===== src/rtl/wb_32to128_bridge.sv =====
// 32-bit Wishbone slave to 128-bit Wishbone master bridge.
// Narrow accesses are steered into one 32-bit lane of a 128-bit line. Writes go
// straight through to the master side. Reads may be served from a one-line buffer.
// Any master access that gets no ack/err within TIMEOUT cycles is aborted with err.
module wb_32to128_bridge #(
  parameter int AW      = 32,
  parameter bit BUF_EN  = 1'b1,
  parameter int TIMEOUT = 255
) (
  input  logic          clk,
  input  logic          rst,
  // 32-bit slave side
  input  logic [AW-1:0] i_s_wb_adr,
  input  logic [3:0]    i_s_wb_sel,
  input  logic          i_s_wb_we,
  input  logic [31:0]   i_s_wb_dat,
  output logic [31:0]   o_s_wb_dat,
  input  logic          i_s_wb_cyc,
  input  logic          i_s_wb_stb,
  output logic          o_s_wb_ack,
  output logic          o_s_wb_err,
  // 128-bit master side
  output logic [AW-1:0] o_m_wb_adr,
  output logic [15:0]   o_m_wb_sel,
  output logic          o_m_wb_we,
  output logic [127:0]  o_m_wb_dat,
  input  logic [127:0]  i_m_wb_dat,
  output logic          o_m_wb_cyc,
  output logic          o_m_wb_stb,
  input  logic          i_m_wb_ack,
  input  logic          i_m_wb_err
);

  typedef enum logic [1:0] {
    S_IDLE = 2'd0,
    S_MREQ = 2'd1,
    S_RESP = 2'd2
  } state_t;

  // The counter's last value before it would reach TIMEOUT.
  localparam logic [7:0] TMO_LAST = 8'(TIMEOUT - 1);

  state_t          r_state;
  state_t          w_state_nxt;

  // Slave-side response registers.
  logic            r_s_ack;
  logic            r_s_err;
  logic [31:0]     r_s_dat;

  // Master-side request registers, held stable for the whole access.
  logic            r_m_cyc;
  logic [AW-1:0]   r_m_adr;
  logic [15:0]     r_m_sel;
  logic            r_m_we;
  logic [127:0]    r_m_dat;
  logic [1:0]      r_lane;
  logic [7:0]      r_cnt;

  // Single-line read buffer.
  logic            r_buf_valid;
  logic [AW-5:0]   r_buf_tag;
  logic [127:0]    r_buf_line;

  // Combinational decode.
  logic [1:0]      w_lane;
  logic            w_req;
  logic            w_hit;
  logic            w_s_live;
  logic            w_m_tag_hit;
  logic            w_start_hit;
  logic            w_start_mreq;
  logic            w_done_ack;
  logic            w_done_err;
  logic            w_done_tmo;
  logic            w_unused;

  assign w_lane   = i_s_wb_adr[3:2];
  // The cycle carrying an ack/err pulse is never taken as a new request.
  assign w_req    = i_s_wb_cyc & i_s_wb_stb & ~r_s_ack & ~r_s_err;
  assign w_hit    = BUF_EN & r_buf_valid & ~i_s_wb_we &
                    (r_buf_tag == i_s_wb_adr[AW-1:4]);
  // A slave that has dropped its request gets no ack/err for it.
  assign w_s_live = i_s_wb_cyc & i_s_wb_stb;
  assign w_m_tag_hit = r_buf_valid & (r_buf_tag == r_m_adr[AW-1:4]);
  // Byte offset bits are irrelevant on a 32-bit bus with byte enables.
  assign w_unused = ^i_s_wb_adr[1:0];

  // State register.
  always_ff @(posedge clk) begin
    // NOTE: sequential state uses non-blocking assignments so every register
    // samples pre-edge values regardless of block ordering.
    if (rst) r_state <= S_IDLE;
    else     r_state <= w_state_nxt;
  end

  // Next-state logic and one-cycle control strobes.
  always_comb begin
    // NOTE: every output of this block gets a default first, so no path can
    // leave one unassigned and infer a latch.
    w_state_nxt  = r_state;
    w_start_hit  = 1'b0;
    w_start_mreq = 1'b0;
    w_done_ack   = 1'b0;
    w_done_err   = 1'b0;
    w_done_tmo   = 1'b0;
    case (r_state)
      S_IDLE: begin
        if (w_req) begin
          if (w_hit) begin
            w_start_hit = 1'b1;
            w_state_nxt = S_RESP;
          end else begin
            w_start_mreq = 1'b1;
            w_state_nxt  = S_MREQ;
          end
        end
      end
      S_MREQ: begin
        // err wins over a simultaneous ack.
        if (i_m_wb_err) begin
          w_done_err  = 1'b1;
          w_state_nxt = S_IDLE;
        end else if (i_m_wb_ack) begin
          w_done_ack  = 1'b1;
          w_state_nxt = S_IDLE;
        end else if (r_cnt == TMO_LAST) begin
          w_done_tmo  = 1'b1;
          w_state_nxt = S_IDLE;
        end
      end
      S_RESP:  w_state_nxt = S_IDLE;
      default: w_state_nxt = S_IDLE;
    endcase
  end

  // Request capture, master handshake, slave responses and buffer upkeep.
  always_ff @(posedge clk) begin
    if (rst) begin
      r_s_ack     <= 1'b0;
      r_s_err     <= 1'b0;
      r_s_dat     <= '0;
      r_m_cyc     <= 1'b0;
      r_m_adr     <= '0;
      r_m_sel     <= '0;
      r_m_we      <= 1'b0;
      r_m_dat     <= '0;
      r_lane      <= '0;
      r_cnt       <= '0;
      // NOTE: the buffer line itself is not reset; valid=0 makes its content
      // unreachable, so clearing 128 data flops would buy nothing.
      r_buf_valid <= 1'b0;
      r_buf_tag   <= '0;
    end else begin
      r_s_ack <= 1'b0;
      r_s_err <= 1'b0;

      if (w_start_hit) begin
        r_s_ack <= 1'b1;
        r_s_dat <= r_buf_line[{w_lane, 5'b0} +: 32];
      end

      if (w_start_mreq) begin
        r_m_cyc <= 1'b1;
        r_m_adr <= {i_s_wb_adr[AW-1:4], 4'b0};
        r_m_sel <= {12'b0, i_s_wb_sel} << {w_lane, 2'b00};
        r_m_we  <= i_s_wb_we;
        r_m_dat <= {4{i_s_wb_dat}};
        r_lane  <= w_lane;
        r_cnt   <= '0;
      end

      if (r_state == S_MREQ) r_cnt <= r_cnt + 8'd1;

      if (w_done_ack) begin
        r_m_cyc <= 1'b0;
        r_s_ack <= w_s_live;
        if (!r_m_we) begin
          r_buf_line  <= i_m_wb_dat;
          r_buf_tag   <= r_m_adr[AW-1:4];
          r_buf_valid <= BUF_EN;
          r_s_dat     <= i_m_wb_dat[{r_lane, 5'b0} +: 32];
        end else if (w_m_tag_hit) begin
          // Keep the buffered line coherent with the write just completed.
          for (int b = 0; b < 16; b++) begin
            if (r_m_sel[b]) r_buf_line[8*b +: 8] <= r_m_dat[8*b +: 8];
          end
        end
      end

      if (w_done_err) begin
        r_m_cyc <= 1'b0;
        r_s_err <= w_s_live;
        if (w_m_tag_hit) r_buf_valid <= 1'b0;
      end

      if (w_done_tmo) begin
        r_m_cyc     <= 1'b0;
        r_s_err     <= w_s_live;
        r_buf_valid <= 1'b0;
      end
    end
  end

  assign o_s_wb_dat = r_s_dat;
  assign o_s_wb_ack = r_s_ack;
  assign o_s_wb_err = r_s_err;
  assign o_m_wb_adr = r_m_adr;
  assign o_m_wb_sel = r_m_sel;
  assign o_m_wb_we  = r_m_we;
  assign o_m_wb_dat = r_m_dat;
  assign o_m_wb_cyc = r_m_cyc;
  assign o_m_wb_stb = r_m_cyc;

endmodule

===== config.mk =====
export PLATFORM = sky130hd
export DESIGN_NAME = wb_32to128_bridge
export DESIGN_NICKNAME = d
export VERILOG_FILES = /design/src/rtl/wb_32to128_bridge.sv
export SDC_FILE = /design/constraint.sdc
export NUM_CORES = 1
export LEC_CHECK = 0
export CORE_MARGIN = 3
export CORE_UTILIZATION = 34
export DETAILED_ROUTE_END_ITERATION = 8
export PLACE_DENSITY = 0.75
export SYNTH_ARGS = -nofsm -noshare
export SYNTH_HDL_FRONTEND = slang
export SYNTH_SLANG_ARGS = --single-unit
export TNS_END_PERCENT = 5

===== constraint.sdc =====
create_clock -name clk -period 2.4 [get_ports clk]
set_input_delay 0.48 -clock clk [delete_from_list [all_inputs] [get_ports clk]]
set_output_delay 0.48 -clock clk [all_outputs]
set_load 0.01 [all_outputs]

==> results.json <==
{
  "status": "completed",
  "synth_edf_count": 128,
  "drive_gt1_share_pct": 12.5,
  "maxCapViolCount": 0,
  "clock-sinks": 281,
  "num_rows": 74,
  "setup-violations-final": 0,
  "ioPinCount": 416,
  "min_path_type": "in2reg",
  "grtUsageTotal_pct": 21.0,
  "worst-setup-path-type": "reg2reg",
  "final_common_cell": "clkdlybuf4s50_1",
  "fin_skew_ns": 0.0140,
  "synth_cells": 1484,
  "synth_area_um2": 14400,
  "clockBufferDepth": 3,
  "via_count": 12400,
  "first_pass_iters": 5,
  "die_w_um": 212,
  "gr-total-overflow": 0,
  "layout_common_cells": "clkdlybuf4s50_1, o21ai_0, dfxtp_1, nand2_1, inv_1",
  "fmax_mhz": 428,
  "port_buffers": 409,
  "cp.arrival_ns": 2.58,
  "dieArea_um2": 44700,
  "fill_cells": 3723,
  "finalHoldWorstSlack_ns": 0.340,
  "slew_headroom_pct": 44.1,
  "first_global_vias": 12400,
  "nets": 2005,
  "synthFlopType": "dfxtp_1",
  "final_core_util_pct": 48.7,
  "cts_root_buffer": "clkbuf_16",
  "cts_tree": "yes",
  "vdd_ir_drop_max_v": 0.000430,
  "placed_area_um2": 18800,
  "yosysUniqueCellTypes": 44,
  "hold_violations": 0,
  "start_util_pct": 34.8,
  "power.net_switching_mw": 2.85,
  "rsz0062_at_grt": "true",
  "finish.instance_area_um2": 20100,
  "wl_per_cell_um": 20.9,
  "p_seq_share_pct": 43.4,
  "leakage_nw": 7.11,
  "grt_max_degree": 125,
  "drv_slew": 0,
  "grt_pass1_wl_um": 72400,
  "ys_ff_latch": 281,
  "cts_made_buffers": 34,
  "clock_power_share_pct": 43.7,
  "cts_hold_buf": 0,
  "cts_max_level": 2,
  "core_region_area_um2": 41300,
  "drc_errors": 0,
  "comb_power_share_pct": 12.9,
  "power_density_nw_per_um2": 596,
  "critPathMaxFanout": 17,
  "place_hpwl_um": 33700,
  "end_kind": "flop",
  "avgSynthCellArea_um2": 9.68,
  "min_period_ns": 2.34,
  "wl_um": 49300,
  "area_growth_pct": 40.0,
  "ant_nets": 0,
  "die_h_um": 212,
  "postSynth.asyncResetShare_pct": 0,
  "swShare_pct": 23.8,
  "crit_required_ns": 2.64,
  "start_kind": "flop",
  "antenna_found_initial": 2,
  "p_int_mw": 9.13,
  "viasPerCell": 5.27,
  "p_total_mw": 12.0,
  "clk_pin_slew_ns": 0.06,
  "clk-insertion-delay-late_ns": 0.54,
  "finalCritPeriodShare_pct": 97.3,
  "place_congestion": 0.822,
  "seq_area_frac_synth_pct": 48.1,
  "yosysWarnings": 0,
  "drt_iter0_markers": 888,
  "tightest_slew_ns": 0.838
}
[state kept, by name (all words and copies together) (netlist names)]
| register | count |
|---|---|
| o_m_wb_we | 1 |
| r_state | 2 |
| r_buf_line | 128 |
| o_m_wb_sel | 16 |
| o_m_wb_adr | 28 |
| o_m_wb_dat | 32 |
| o_s_wb_dat | 32 |
| o_s_wb_ack | 1 |
| r_cnt | 8 |
| r_lane | 2 |
| r_buf_tag | 28 |
| o_s_wb_err | 1 |
| r_buf_valid | 1 |
| o_m_wb_cyc | 1 |
[cell type report]
cell class              instances  area [um2]  share of cell area, %
diodes                          1        2.50                 0.0124
clock buffers                  48        1020                   5.06
clock inverters                14         120                  0.597
inverters                     131         492                   2.45
multi-input cells             860        5820                   28.9
flip-flops and latches        281        6910                   34.4
well taps                     532         666                   3.31
repair buffers                492        5080                   25.3
[per-layer routing]
metal / share of wire [%] / vias to the layer above / wire length (um) / track usage, %
li1: - / 5758 / - / -
met1: 39 / 5972 / 19500 / 25.3
met2: 49 / 607 / 24100 / 36.4
met3: 8.6 / 92 / 4250 / 5.45
met4: 3.1 / 2 / 1520 / 7.64
met5: 0.026 / - / 13 / 0
[what timing repair did]
action,in CTS,in global routing
endpoints found under the setup margin,106,138
buffers inserted,0,2
endpoints found under the hold margin,0,0
pin swaps,1,1
gates resized for setup,4,16
cloned,0,2
[power by group through the flow]
stage          clock network, mW  registers [mW]  logic, mW
3_5_place_dp                   0            5.30       1.53
6_report                    5.23            5.20       1.54
5_1_grt                     5.51            5.21       1.66
2_1_floorplan                  0            5.30      0.717
4_1_cts                     5.35            5.20       1.54
3_3_place_gp                   0            5.30       1.51
[logic make-up after synthesis]
family,after synthesis,synth area share (%)
adders and majority gates,2,0.174
DFF,281,48.1
xor gates and xnor gates,57,3.48
AOI/OAI and AO/OA,379,14.5
buffers and inverters,346,12.2
and+or+nand+nor,354,11.4
muxes,64,10.0
other,1,0.0261
[critical path: stages (launching register included)]
cell and delay [ns]:
dfxtp_1 0.31, xor2_1 0.17, nor4_2 0.30, buf_4 0.17, nand3_2 0.09, nor4_4 0.32, buf_12 0.20, nand2_1 0.09
a21oi_2 0.19, buf_4 0.18
[final timing paths]
path	start	endpoint	slack, ns	depth (start not counted)
hold / removal	rst	o_m_wb_sel[7]$_SDFFE_PP0P_	0.34	4
setup / recovery	r_buf_tag[22]$_SDFFE_PP0P_	r_buf_line[127]$_DFFE_PP_	0.06	9
hold reg to reg	o_s_wb_dat[29]$_SDFF_PP0_	o_s_wb_dat[29]$_SDFF_PP0_	0.48	2
setup reg to reg	r_buf_tag[22]$_SDFFE_PP0P_	r_buf_line[127]$_DFFE_PP_	0.06	9
[per-stage QoR]
stage,instances,TNS [ns],setup WS (ns)
after global placement,2292,-29.25,-0.303
final,2359,0,0.0646
after global routing,2359,-0.176,-0.0108
after floorplan,1487,-2.55,-0.0455
after detailed placement,2292,-31.54,-0.358
after CTS,2354,0,0.00387
[Yosys cell counts (all sizes together) (2+ instances only)]
cell | count | area, um2
a21oi | 113 | 566
a311oi | 33 | 289
buf | 137 | 966
clkbuf | 78 | 302
dfxtp | 153 | 3060
edfxtp | 128 | 3840
ha | 2 | 25.0
inv | 131 | 492
mux4 | 64 | 1440
nand2 | 145 | 544
nand2b | 9 | 56.3
nand3 | 104 | 521
nand3b | 2 | 15.0
nand4 | 10 | 62.6
nor2 | 41 | 154
nor2b | 19 | 119
nor3 | 6 | 30.0
nor4 | 9 | 77.6
o21ai | 211 | 1060
o31ai | 12 | 90.1
o41ai | 4 | 35.0
or3 | 5 | 31.3
xnor2 | 36 | 315
xor2 | 21 | 184
(Power assumes the default switching activity.)
